===== src/rtl/serial_subtractor_if.sv =====
// serial_subtractor_if
//   Connects the ALU control sequencer to the bit-serial subtractor.
//   master : sequencer side (drives start/a/b, observes status and result)
//   slave  : subtractor side
// Signals:
//   start        launch request, sampled only while the subtractor is idle
//   a, b         minuend / subtrahend, captured on the accepting edge
//   busy         high while bits are being processed
//   done         one-cycle completion pulse
//   diff         a - b modulo 2^WIDTH
//   borrow       final borrow (a < b unsigned)
//   v, z         signed overflow / zero flags
interface serial_subtractor_if #(
    parameter int WIDTH = 32
);
    logic             start;
    logic [WIDTH-1:0] a;
    logic [WIDTH-1:0] b;
    logic             busy;
    logic             done;
    logic [WIDTH-1:0] diff;
    logic             borrow;
    logic             v;
    logic             z;

    modport master (
        output start, a, b,
        input  busy, done, diff, borrow, v, z
    );

    modport slave (
        input  start, a, b,
        output busy, done, diff, borrow, v, z
    );
endinterface


===== src/rtl/serial_subtractor.sv =====
// serial_subtractor
//   Bit-serial two's-complement subtractor: diff = a - b, one bit per clock,
//   LSB first, using a single full-subtractor cell and a registered borrow.
//   An operation takes WIDTH cycles from the accepting edge to done, plus one
//   DONE cycle before the block is idle again (WIDTH+2 cycles per operation).
// Ports:
//   clk    system clock, rising edge
//   rst_n  asynchronous active-low reset; aborts any operation in flight
//   bus    serial_subtractor_if.slave (start/a/b in; busy/done/diff/borrow/v/z out)
// Configuration:
//   SERIAL_SUB_FLAGS_EN  when defined, the v (signed overflow) and z (zero)
//                        flags are computed; otherwise both are tied to 0 and
//                        the operand MSB capture registers are not built.
module serial_subtractor #(
    parameter int WIDTH = 32
) (
    input  logic                clk,
    input  logic                rst_n,
    serial_subtractor_if.slave  bus
);

    localparam int             CNT_W = (WIDTH > 2) ? $clog2(WIDTH) : 1;
    localparam logic [CNT_W-1:0] LAST = CNT_W'(WIDTH - 1);

    typedef enum logic [1:0] {
        IDLE = 2'd0,
        RUN  = 2'd1,
        DONE = 2'd2
    } state_t;

    state_t           state_q, state_d;
    logic [CNT_W-1:0] cnt;
    logic [WIDTH-1:0] sa, sb, sd;
    logic             br;
    logic [WIDTH-1:0] diff_q;
    logic             borrow_q;

    // Full-subtractor cell on the current LSBs.
    logic             x, y, d, br_n, last_bit;
    logic [WIDTH-1:0] sd_n;

    assign x        = sa[0];
    assign y        = sb[0];
    assign d        = x ^ y ^ br;
    assign br_n     = (~x & y) | (~(x ^ y) & br);
    // sd_n already contains the final bit on the last RUN cycle, so the
    // result register can be loaded from it directly.
    assign sd_n     = {d, sd[WIDTH-1:1]};
    assign last_bit = (cnt == LAST);

    // ---------------- FSM ----------------
    always_ff @(posedge clk or negedge rst_n) begin
        if (!rst_n) state_q <= IDLE;
        else        state_q <= state_d;
    end

    always_comb begin
        state_d = state_q;
        case (state_q)
            IDLE:    if (bus.start) state_d = RUN;
            RUN:     if (last_bit)  state_d = DONE;
            DONE:    state_d = IDLE;
            default: state_d = IDLE;
        endcase
    end

    // ---------------- Datapath ----------------
    always_ff @(posedge clk or negedge rst_n) begin
        if (!rst_n) begin
            sa       <= '0;
            sb       <= '0;
            sd       <= '0;
            br       <= 1'b0;
            cnt      <= '0;
            diff_q   <= '0;
            borrow_q <= 1'b0;
        end else begin
            case (state_q)
                IDLE: begin
                    if (bus.start) begin
                        sa  <= bus.a;
                        sb  <= bus.b;
                        br  <= 1'b0;
                        cnt <= '0;
                    end
                end
                RUN: begin
                    sa  <= sa >> 1;
                    sb  <= sb >> 1;
                    sd  <= sd_n;
                    br  <= br_n;
                    cnt <= cnt + 1'b1;
                    if (last_bit) begin
                        diff_q   <= sd_n;
                        borrow_q <= br_n;
                        cnt      <= '0;
                    end
                end
                default: ;
            endcase
        end
    end

    // ---------------- Flags ----------------
`ifdef SERIAL_SUB_FLAGS_EN
    logic a_msb, b_msb, v_q, z_q;

    // The operand MSBs are shifted out during RUN, so keep a copy for the
    // overflow test at completion.
    always_ff @(posedge clk or negedge rst_n) begin
        if (!rst_n) begin
            a_msb <= 1'b0;
            b_msb <= 1'b0;
            v_q   <= 1'b0;
            z_q   <= 1'b0;
        end else begin
            if (state_q == IDLE && bus.start) begin
                a_msb <= bus.a[WIDTH-1];
                b_msb <= bus.b[WIDTH-1];
            end
            if (state_q == RUN && last_bit) begin
                v_q <= (a_msb ^ b_msb) & (sd_n[WIDTH-1] ^ a_msb);
                z_q <= ~|sd_n;
            end
        end
    end

    assign bus.v = v_q;
    assign bus.z = z_q;
`else
    assign bus.v = 1'b0;
    assign bus.z = 1'b0;
`endif

    // ---------------- Outputs ----------------
    assign bus.busy   = (state_q == RUN);
    assign bus.done   = (state_q == DONE);
    assign bus.diff   = diff_q;
    assign bus.borrow = borrow_q;

endmodule


===== src/flat_wrapper.sv =====
// flat-port wrapper written by rule: the top's interface ports become plain ports
module serial_subtractor_flat 
#(
    parameter int WIDTH = 32
)
  (clk, rst_n, bus_start, bus_a, bus_b, bus_busy, bus_done, bus_diff, bus_borrow, bus_v, bus_z);
  serial_subtractor_if #(.WIDTH(WIDTH)) bus_i ();
  input  logic clk;
  input  logic rst_n;
  input wire logic [$bits(bus_i.start)-1:0] bus_start;
  input wire logic [$bits(bus_i.a)-1:0] bus_a;
  input wire logic [$bits(bus_i.b)-1:0] bus_b;
  output wire logic [$bits(bus_i.busy)-1:0] bus_busy;
  output wire logic [$bits(bus_i.done)-1:0] bus_done;
  output wire logic [$bits(bus_i.diff)-1:0] bus_diff;
  output wire logic [$bits(bus_i.borrow)-1:0] bus_borrow;
  output wire logic [$bits(bus_i.v)-1:0] bus_v;
  output wire logic [$bits(bus_i.z)-1:0] bus_z;
  assign bus_i.start = bus_start;
  assign bus_i.a = bus_a;
  assign bus_i.b = bus_b;
  assign bus_busy = bus_i.busy;
  assign bus_done = bus_i.done;
  assign bus_diff = bus_i.diff;
  assign bus_borrow = bus_i.borrow;
  assign bus_v = bus_i.v;
  assign bus_z = bus_i.z;
  serial_subtractor #(.WIDTH(WIDTH)) u_core (.clk(clk), .rst_n(rst_n), .bus(bus_i));
endmodule

===== config.mk =====
export PLATFORM = sky130hd
export DESIGN_NAME = serial_subtractor_flat
export DESIGN_NICKNAME = d
export VERILOG_FILES = /design/src/rtl/serial_subtractor_if.sv /design/src/rtl/serial_subtractor.sv /design/src/flat_wrapper.sv
export SDC_FILE = /design/constraint.sdc
export NUM_CORES = 1
export LEC_CHECK = 0
export ABC_CLOCK_PERIOD_IN_PS = 4500
export CAP_MARGIN = 0
export CORE_MARGIN = 2
export CORE_UTILIZATION = 50
export CTS_BUF_LIST = sky130_fd_sc_hd__clkbuf_16
export DETAILED_ROUTE_END_ITERATION = 10
export HOLD_SLACK_MARGIN = 0.03
export PLACE_DENSITY = 0.81
export SYNTH_ARGS = -nofsm -noshare
export SYNTH_HDL_FRONTEND = slang
export SYNTH_SLANG_ARGS = --single-unit

===== constraint.sdc =====
create_clock -name clk -period 4.5 [get_ports clk]
set_clock_uncertainty 0.2 [all_clocks]
set_input_delay 1.35 -clock clk [delete_from_list [all_inputs] [get_ports clk]]
set_output_delay 1.35 -clock clk [all_outputs]
set_load 0.02 [all_outputs]

==> results of run 1 <==
## metal layers
| metal | up-vias | GRT usage (%) | part of all wire, % |
|---|---|---|---|
| met3 | 10 | 6.21 | 5.2 |
| met5 | - | 0 | 0 |
| met1 | 2109 | 27.0 | 46 |
| met2 | 130 | 30.9 | 48 |
| li1 | 2115 | - | - |
| met4 | 0 | 5.19 | 0.90 |
## cell families (layout without fill, tap and decap cells)
| family | count (synthesis) | in the layout | synth area share [%] |
|---|---|---|---|
| simple gates | 297 | 297 | 20.0 |
| flops | 136 | 136 | 58.5 |
| compound gates | 78 | 78 | 9.11 |
| buf+inv | 46 | 143 | 5.35 |
| mux | 32 | 32 | 6.19 |
| fa+ha+maj | 3 | 3 | 0.774 |
| other cells | 1 | 2 | 0.0644 |
## stage by stage
| step | utilization (%) | cells | setup WS (ns) | instance area [um2] | total power [uW] |
|---|---|---|---|---|---|
| floorplan | - | 594 | 1.83 | 5820 | 2930 |
| global placement | 59.7 | 802 | 1.35 | 6780 | 3250 |
| detailed placement | 59.7 | 802 | 1.29 | 6780 | 3350 |
| CTS | 65.0 | 834 | 1.17 | 7390 | 4770 |
| global route | 65.0 | 834 | 1.09 | 7390 | 5050 |
| finish | 65.0 | 834 | 1.18 | 7390 | 4730 |
## registers in the layout, summed over array words and instances, names as in the netlist
register	count
u_core.state_q	2
u_core.bus.borrow	1
u_core.sd	31
u_core.br	1
u_core.sa	32
u_core.bus.diff	32
u_core.sb	32
u_core.cnt	5
## tightest hold or removal path: stages, from the launching register on
cell and delay (ns):
dfrtp_1 0.34, nand2_1 0.05, nand2_1 0.06
## power breakdown
part / total (uW) / switching, uW / internal (uW)
combinational: 1270 / 693 / 580
clock: 1400 / 529 / 872
sequential: 2050 / 314 / 1740
total: 4730 / 1540 / 3190
## area by class of cell
| class | instances | area [um2] |
|---|---|---|
| inverter | 4 | 16.3 |
| clock buffer | 17 | 425 |
| tap | 143 | 179 |
| timing repair buffer | 107 | 1070 |
| sequential | 136 | 3400 |
| clock inverter | 15 | 178 |
| fill | 886 | 3980 |
| multi-input combinational | 412 | 2120 |
## cell usage in the layout (no fill, tap or decap), types with 5 or more instances in the layout
cell type	Yosys	routed
buf_4	4	5
a31oi_2	7	7
nand2_1	222	222
clkdlybuf4s50_1	0	100
dfrtp_1	136	136
mux2_1	6	6
a31oi_1	55	55
a21oi_1	6	6
mux2_2	26	26
clkbuf_16	0	17
nor2_1	62	62
## worst min path at each step
stage / end / start
floorplan: u_core.sd[1]$_DFFE_PN0P_ / u_core.sd[1]$_DFFE_PN0P_
global placement: u_core.sd[1]$_DFFE_PN0P_ / u_core.sd[1]$_DFFE_PN0P_
detailed placement: u_core.sd[1]$_DFFE_PN0P_ / u_core.sd[1]$_DFFE_PN0P_
CTS: u_core.sd[1]$_DFFE_PN0P_ / u_core.sd[1]$_DFFE_PN0P_
global route: u_core.bus.borrow$_DFFE_PN0P_ / u_core.bus.borrow$_DFFE_PN0P_
finish: u_core.sd[1]$_DFFE_PN0P_ / u_core.sd[1]$_DFFE_PN0P_
==> results.py, run 1 <==
metrics = {
    "final_layout": {
        "fin_nets": 748,
        "areaGrowthSynthToFinish_pct": 26.9,
        "drive_above_1_share_pct": 10.9,
        "antennaDiodeCount": 0,
    },
    "outcome": {
        "status": "complete, no violations",
    },
    "grt": {
        "grt_usage_pct": 19.7,
        "grt_max_degree": 117,
        "grt_pass1_wl_um": 20000,
        "first_global_vias": 4264,
        "grt-ovfl-total": 0,
        "antenna_found_initial": 0,
    },
    "clock_network": {
        "clock_tree.root_cell": "clkbuf_16",
        "post-cts-setup-buffers": 0,
        "cts_buffers": 17,
        "cts_resized": 0,
        "cts_tree": "built",
        "cts_num_sinks": 136,
        "clk_pin_slew_ns": 0.06,
        "clock_path_buffers": 2,
        "cts_max_level": 4,
        "holdBufCountCts": 0,
        "clk-insertion-delay-late_ns": 0.41,
    },
    "routing": {
        "wirelength_um": 11600,
        "drc": 0,
        "ant_nets": 0,
        "drt-pass1-iter-count": 5,
        "vias": 4364,
        "drt_iter0_markers": 364,
        "post_drt_via_cell_ratio": 5.23,
        "wire_per_inst_um": 13.9,
    },
    "power": {
        "power_density_nw_per_um2": 640,
        "p_leak_uw": 0.00340,
        "ir_drop_mv": 0.354,
    },
    "timing": {
        "fin_crit_ns": 3.32,
        "rsz0062_at_grt": "no",
        "relSlewSlack_pct": 32.4,
        "hold_slack_ns": 0.280,
        "fmax_ghz": 0.302,
        "setup_violations": 0,
        "tns_ns": 0,
        "drv_slew": 0,
        "worst_pin_slew_ns": 1.01,
        "min_period_over_period_pct": 73.7,
        "finalHoldViolations": 0,
    },
    "critical_path": {
        "r2r_setup_slack_ns": 2.22,
        "critical_path_class": "flip-flop to output port",
        "slowest_stage": "dfrtp_1",
        "path_depth": 3,
        "critical_path.max_stage_delay_ns": 0.60,
        "rr_startpoint": "u_core.cnt[0]$_DFFE_PN0P_",
        "crit_buf_inv": 2,
        "cp-end-kind": "output port",
        "critPathLaunch": "u_core.state_q[0]$_DFFE_PN0P_",
        "timing.reg2reg.worst_path_depth": 5,
        "endpoint": "bus_busy",
        "required_ns": 2.95,
        "cp_max_fo": 10,
        "critical-path-top-delay-family": "buffers and inverters",
        "r2r-end": "u_core.bus.diff[28]$_DFFE_PN0P_",
        "arrival_ns": 1.77,
        "cp_cell_sequence": "nand2b_4, clkinv_2, clkdlybuf4s50_1",
        "cp-start-kind": "flip-flop",
    },
    "synthesis": {
        "synth_edf_count": 0,
        "syn_area_um2": 5820,
        "ys.flop_type": "dfrtp_1",
        "yosysWarnings": 0,
        "synth_top_cell_area_share_pct": 58.5,
        "synthTopCellsByCount": "nand2_1, dfrtp_1, nor2_1, a31oi_1",
        "yosysUniqueCellTypes": 30,
        "synthCells": 593,
        "ys_seq_area_share_pct": 58.5,
        "synth_area_leader_cell": "dfrtp_1",
        "ys_async_sr_fraction_pct": 100,
        "synthTopCellsByArea": "dfrtp_1, nand2_1, a31oi_1, mux2_2, nor2_1",
        "syn_area_per_cell_um2": 9.82,
        "synth_most_common_cell": "nand2_1",
        "ys_ff_latch": 136,
    },
    "die": {
        "dieWidth_um": 112,
        "die-area_um2": 12500,
        "start_util_pct": 51.2,
        "io_pins": 104,
        "core_um2": 11400,
        "fp-row-count": 39,
        "die_h_um": 112,
    },
    "place": {
        "hpwlAfterDp_um": 7100,
        "place.gp.congestion": 0.755,
        "port_buffers": 101,
    },
    "job": {
        "drv_cap": 0,
    },
    "hold_path": {
        "min_delay_path_depth": 2,
        "min_path_type": "flip-flop to flip-flop",
    },
}
No activity file was read; power rests on OpenSTA's default activity.
==> inputs of run 2 (changes only) <==
--- a/config.mk
+++ b/config.mk
@@ -5,14 +5,14 @@
 export SDC_FILE = /design/constraint.sdc
 export NUM_CORES = 1
 export LEC_CHECK = 0
-export ABC_CLOCK_PERIOD_IN_PS = 4500
+export ABC_CLOCK_PERIOD_IN_PS = 2900
 export CAP_MARGIN = 0
 export CORE_MARGIN = 2
-export CORE_UTILIZATION = 50
+export CORE_UTILIZATION = 47
 export CTS_BUF_LIST = sky130_fd_sc_hd__clkbuf_16
 export DETAILED_ROUTE_END_ITERATION = 10
 export HOLD_SLACK_MARGIN = 0.03
-export PLACE_DENSITY = 0.81
+export PLACE_DENSITY = 0.8
 export SYNTH_ARGS = -nofsm -noshare
 export SYNTH_HDL_FRONTEND = slang
 export SYNTH_SLANG_ARGS = --single-unit
==> constraint.sdc (replaced) <==
create_clock -name clk -period 2.9 [get_ports clk]
set_clock_uncertainty 0.2 [all_clocks]
set_input_delay 0.87 -clock clk [delete_from_list [all_inputs] [get_ports clk]]
set_output_delay 0.87 -clock clk [all_outputs]
set_load 0.02 [all_outputs]
==> results.py, run 2 (synthesis results as in run 1) <==
metrics = {
    "clock_network": {
        "holdBufCountCts": 0,
        "cts_num_sinks": 136,
        "clock_path_buffers": 2,
        "clk-insertion-delay-late_ns": 0.41,
        "clk_pin_slew_ns": 0.06,
        "cts_buffers": 17,
        "cts_max_level": 4,
        "clock_tree.root_cell": "clkbuf_16",
        "cts_tree": "built",
    },
    "routing": {
        "post_drt_via_cell_ratio": 4.99,
        "drt-pass1-iter-count": 4,
        "wire_per_inst_um": 13.5,
        "ant_nets": 0,
        "drc": 0,
        "wirelength_um": 11600,
        "vias": 4288,
        "drt_iter0_markers": 378,
    },
    "job": {
        "drv_cap": 0,
    },
    "die": {
        "start_util_pct": 48.3,
        "die_h_um": 115,
        "core_um2": 12100,
        "io_pins": 104,
        "dieWidth_um": 115,
        "fp-row-count": 40,
        "die-area_um2": 13300,
    },
    "critical_path": {
        "cp_cell_sequence": "nand2b_4, clkinv_2, clkdlybuf4s50_1",
        "cp-end-kind": "output port",
        "cp-start-kind": "flip-flop",
        "rr_startpoint": "u_core.cnt[0]$_DFFE_PN0P_",
        "critical_path.max_stage_delay_ns": 0.59,
        "r2r_setup_slack_ns": 0.62,
        "arrival_ns": 1.73,
        "critPathLaunch": "u_core.state_q[1]$_DFFE_PN0P_",
        "required_ns": 1.83,
        "cp_max_fo": 10,
        "critical_path_class": "flip-flop to output port",
        "slowest_stage": "clkdlybuf4s50_1",
    },
    "final_layout": {
        "areaGrowthSynthToFinish_pct": 27.9,
        "layout_common_cells": "nand2_1, dfrtp_1, clkdlybuf4s50_1, nor2_1, a31oi_1",
        "antennaDiodeCount": 0,
        "fin_nets": 749,
        "seqCellArea_um2": 3400,
        "layout_commonest_cell": "nand2_1",
        "multi_input_area_um2": 2120,
        "fillers": 1008,
        "drive_above_1_share_pct": 10.1,
    },
    "timing": {
        "worst_pin_slew_ns": 0.961,
        "drv_slew": 0,
        "hold_slack_ns": 0.246,
        "finalWorstSetupSlack_ns": 0.103,
        "tns_ns": 0,
        "min_period_over_period_pct": 96.4,
        "rsz0062_at_grt": "no",
        "finalHoldViolations": 0,
        "fmax_ghz": 0.358,
        "setup_violations": 0,
        "fin_crit_ns": 2.80,
        "relSlewSlack_pct": 36.0,
    },
    "grt": {
        "antenna_found_initial": 0,
        "grt_max_degree": 96,
        "grt_usage_pct": 19.3,
        "first_global_vias": 4348,
        "grt-ovfl-total": 0,
        "grt_pass1_wl_um": 19900,
    },
    "power": {
        "power_density_nw_per_um2": 983,
        "ir_drop_mv": 0.409,
        "p_leak_uw": 0.00345,
    },
    "place": {
        "pre_cts_ws_ns": 0.304,
        "port_buffers": 101,
        "hpwlAfterDp_um": 7450,
        "place.gp.congestion": 0.758,
    },
    "outcome": {
        "status": "complete, no violations",
    },
    "hold_path": {
        "min_path_type": "input pin to asynchronous set/reset pin",
    },
}
## run 2: cell count changes in the layout (fill, tap and decap cells not counted), moves of 2 or more
cell / delta
clkinv_4: -3
buf_12: +2
clkinv_1: +6
clkinvlp_4: -4
inv_6: -2
## run 2: metrics by stage
stage          std cells  total power [uW]  area, um2  utilization, %
2_1_floorplan        594              4550       5820               -
3_5_place_dp         828              5220       6850            56.8
5_1_grt              860              7840       7440            61.7
4_1_cts              860              7400       7440            61.7
3_3_place_gp         828              5060       6850            56.8
6_report             860              7310       7440            61.7
## run 2: cell type report
cell class / count / share of cell area, %
Inverter: 4 / 0.219
Multi-Input combinational cell: 412 / 28.4
Tap cell: 168 / 2.82
Clock buffer: 17 / 5.72
Timing Repair Buffer: 108 / 14.8
Clock inverter: 15 / 2.22
Sequential cell: 136 / 45.7
## run 2: power breakdown
group	leakage, uW	internal [uW]	switching, uW
Clock	0.000294	1410	751
Combinational	0.00150	910	1070
Sequential	0.00166	2700	478
Total	0.00345	5010	2300
## run 2: per-layer routing
| metal | up-vias | share of wire, % | routed length (um) | GRT usage [%] |
|---|---|---|---|---|
| met5 | - | 0 | 0 | 0 |
| met4 | 0 | 0.97 | 113 | 6.27 |
| met3 | 11 | 5.4 | 631 | 6.33 |
| met2 | 111 | 48 | 5600 | 31.9 |
| met1 | 2047 | 45 | 5270 | 24.0 |
| li1 | 2119 | - | - | - |
## run 2: final timing paths
path,endpoint,cells after the start
setup / recovery,bus_busy,3
hold / removal,u_core.sb[17]$_DFFE_PN0P_,1
setup reg to reg,u_core.bus.diff[29]$_DFFE_PN0P_,5
hold reg to reg,u_core.sd[14]$_DFFE_PN0P_,2
max in group asynchronous,u_core.bus.diff[29]$_DFFE_PN0P_,2
min in group clk,u_core.sd[14]$_DFFE_PN0P_,2
## run 2: repair_timing
item,4_1_cts,5_1_grt
setup endpoints to repair,0,2
endpoints found under the hold margin,0,0
gates resized for setup,0,2
setup buffers,0,0
## run 2: worst max-delay path: cells and delay by family, from the launching register on
family	cells	cell delay, ns
buffers and inverters	2	0.65
DFF	1	0.47
and+or+nand+nor	1	0.19
==> inputs of run 3 (changes only) <==
--- a/config.mk
+++ b/config.mk
@@ -13,6 +13,7 @@
 export DETAILED_ROUTE_END_ITERATION = 10
 export HOLD_SLACK_MARGIN = 0.03
 export PLACE_DENSITY = 0.8
+export SETUP_SLACK_MARGIN = 0.3
 export SYNTH_ARGS = -nofsm -noshare
 export SYNTH_HDL_FRONTEND = slang
 export SYNTH_SLANG_ARGS = --single-unit
==> results.py, run 3 (synthesis results as in run 1) <==
metrics = {
    "outcome": {
        "status": "complete, no violations",
    },
    "die": {
        "die_h_um": 115,
        "die-area_um2": 13300,
        "core_um2": 12100,
        "io_pins": 104,
        "start_util_pct": 48.3,
        "dieWidth_um": 115,
        "fp-row-count": 40,
    },
    "clock_network": {
        "cts_tree": "built",
        "cts_num_sinks": 136,
        "cts_buffers": 17,
        "post-cts-setup-buffers": 0,
        "clock_path_buffers": 2,
        "cts_max_level": 4,
        "holdBufCountCts": 0,
        "clk-insertion-delay-late_ns": 0.41,
        "clk_pin_slew_ns": 0.06,
        "clock_tree.root_cell": "clkbuf_16",
    },
    "final_layout": {
        "antennaDiodeCount": 0,
        "fin_nets": 749,
        "layout_commonest_cell": "nand2_1",
        "stdcell_area_um2": 7430,
        "fillers": 1009,
        "layout_common_cells": "nand2_1, dfrtp_1, clkdlybuf4s50_1, nor2_1, a31oi_1",
        "final_cells": 860,
        "seqCellArea_um2": 3410,
        "multi_input_area_um2": 2120,
        "drive_above_1_share_pct": 10.4,
        "areaGrowthSynthToFinish_pct": 27.7,
    },
    "critical_path": {
        "timing.reg2reg.worst_path_depth": 5,
        "rr_startpoint": "u_core.cnt[0]$_DFFE_PN0P_",
        "r2r_setup_slack_ns": 0.62,
        "critical_path_class": "flip-flop to output port",
        "arrival_ns": 1.43,
        "required_ns": 1.83,
        "r2r-end": "u_core.bus.diff[29]$_DFFE_PN0P_",
        "cp-end-kind": "output port",
        "cp_max_fo": 10,
        "cp-start-kind": "flip-flop",
    },
    "timing": {
        "relSlewSlack_pct": 35.9,
        "setup_violations": 0,
        "fin_crit_ns": 2.50,
        "rsz0062_at_grt": "no",
        "drv_slew": 0,
        "min_period_over_period_pct": 86.0,
        "worst_pin_slew_ns": 0.962,
        "fmax_ghz": 0.401,
        "tns_ns": 0,
        "finalHoldViolations": 0,
        "finalWorstSetupSlack_ns": 0.405,
    },
    "grt": {
        "grt_max_degree": 96,
        "grt_pass1_wl_um": 19900,
        "grt-ovfl-total": 0,
        "first_global_vias": 4337,
        "antenna_found_initial": 0,
        "grt_usage_pct": 19.2,
    },
    "power": {
        "power_density_nw_per_um2": 984,
        "switching_share_pct": 31.5,
        "p_sw_uw": 2300,
        "p_leak_uw": 0.00343,
        "power_uw": 7310,
        "intPower_uw": 5010,
        "ir_drop_mv": 0.409,
        "power_frac_clock_pct": 29.5,
        "pwr-share-comb_pct": 27.0,
        "pwr-share-seq_pct": 43.4,
    },
    "routing": {
        "wirelength_um": 11600,
        "wire_per_inst_um": 13.5,
        "drt_iter0_markers": 378,
        "post_drt_via_cell_ratio": 5.00,
        "ant_nets": 0,
        "drt-pass1-iter-count": 4,
        "vias": 4296,
        "drc": 0,
    },
    "place": {
        "port_buffers": 101,
        "place_area_um2": 6850,
        "hpwlAfterDp_um": 7450,
        "dp.cells": 828,
        "place.gp.congestion": 0.758,
        "pre_cts_ws_ns": 0.304,
    },
    "job": {
        "drv_cap": 0,
    },
    "hold_path": {
        "min_path_type": "input pin to asynchronous set/reset pin",
    },
}
run 3: changes by cell type in the layout (fill, tap and decap cells not counted):
cell	change
clkbuf_2	+1
clkdlybuf4s50_1	-1
dfrtp_1	-1
dfrtp_2	+1
dlygate4sd2_1	+1
dlymetal6s2s_1	-1
run 3: per-layer routing:
layer	vias up	share of wire (%)	GRT usage [%]
met1	2051	46	23.9
met2	115	48	31.9
li1	2119	-	-
met3	11	5.4	6.33
met5	-	0	0
met4	0	0.97	6.27
run 3: cell type report:
cell class                 instances  share of cell area, %
clock buffer                      17                   5.72
clock inverter                    15                   2.22
inverter                           4                  0.219
multi-input combinational        412                   28.5
sequential                       136                   45.8
tap                              168                   2.83
timing repair buffer             108                   14.7
run 3: stage by stage:
| step | util [%] | hold slack (ns) |
|---|---|---|
| after global routing | 61.6 | 0.299 |
| after detailed placement | 56.8 | 0.275 |
| after global placement | 56.8 | 0.254 |
| after CTS | 61.7 | 0.270 |
| final | 61.6 | 0.246 |
| after floorplan | - | 0.242 |
run 3: how the worst max path moves through the flow:
stage / to / from / depth (start not counted) / slack [ns]
after floorplan: bus_busy / u_core.state_q[1]$_DFFE_PN0P_ / 6 / 0.71
after global placement: u_core.cnt[2]$_DFFE_PN0P_ / bus_start / 5 / 0.36
after detailed placement: u_core.cnt[2]$_DFFE_PN0P_ / bus_start / 5 / 0.30
after CTS: bus_busy / u_core.state_q[1]$_DFFE_PN0P_ / 3 / 0.38
after global routing: bus_busy / u_core.state_q[1]$_DFFE_PN0P_ / 3 / 0.33
final: bus_busy / u_core.state_q[1]$_DFFE_PN0P_ / 3 / 0.40
run 3: worst max-delay path, cell delays in order, from the launching register on:
cell           delay (ns)
dfrtp_2              0.46
nand2b_4             0.17
clkinv_2             0.06
dlygate4sd2_1        0.32
run 3: timing repair:
action,4_1_cts,5_1_grt
gates cloned,0,0
pin swaps,0,0
endpoints found under the setup margin,2,1
resized for setup,4,2
run 3: power by group through the flow:
stage          clock network, uW  logic (uW)  registers [uW]
6_report                    2160        1980            3180
3_5_place_dp                   0        2020            3200
5_1_grt                     2290        2260            3280
2_1_floorplan                  0        1360            3190
4_1_cts                     2200        2020            3180
3_3_place_gp                   0        1910            3150
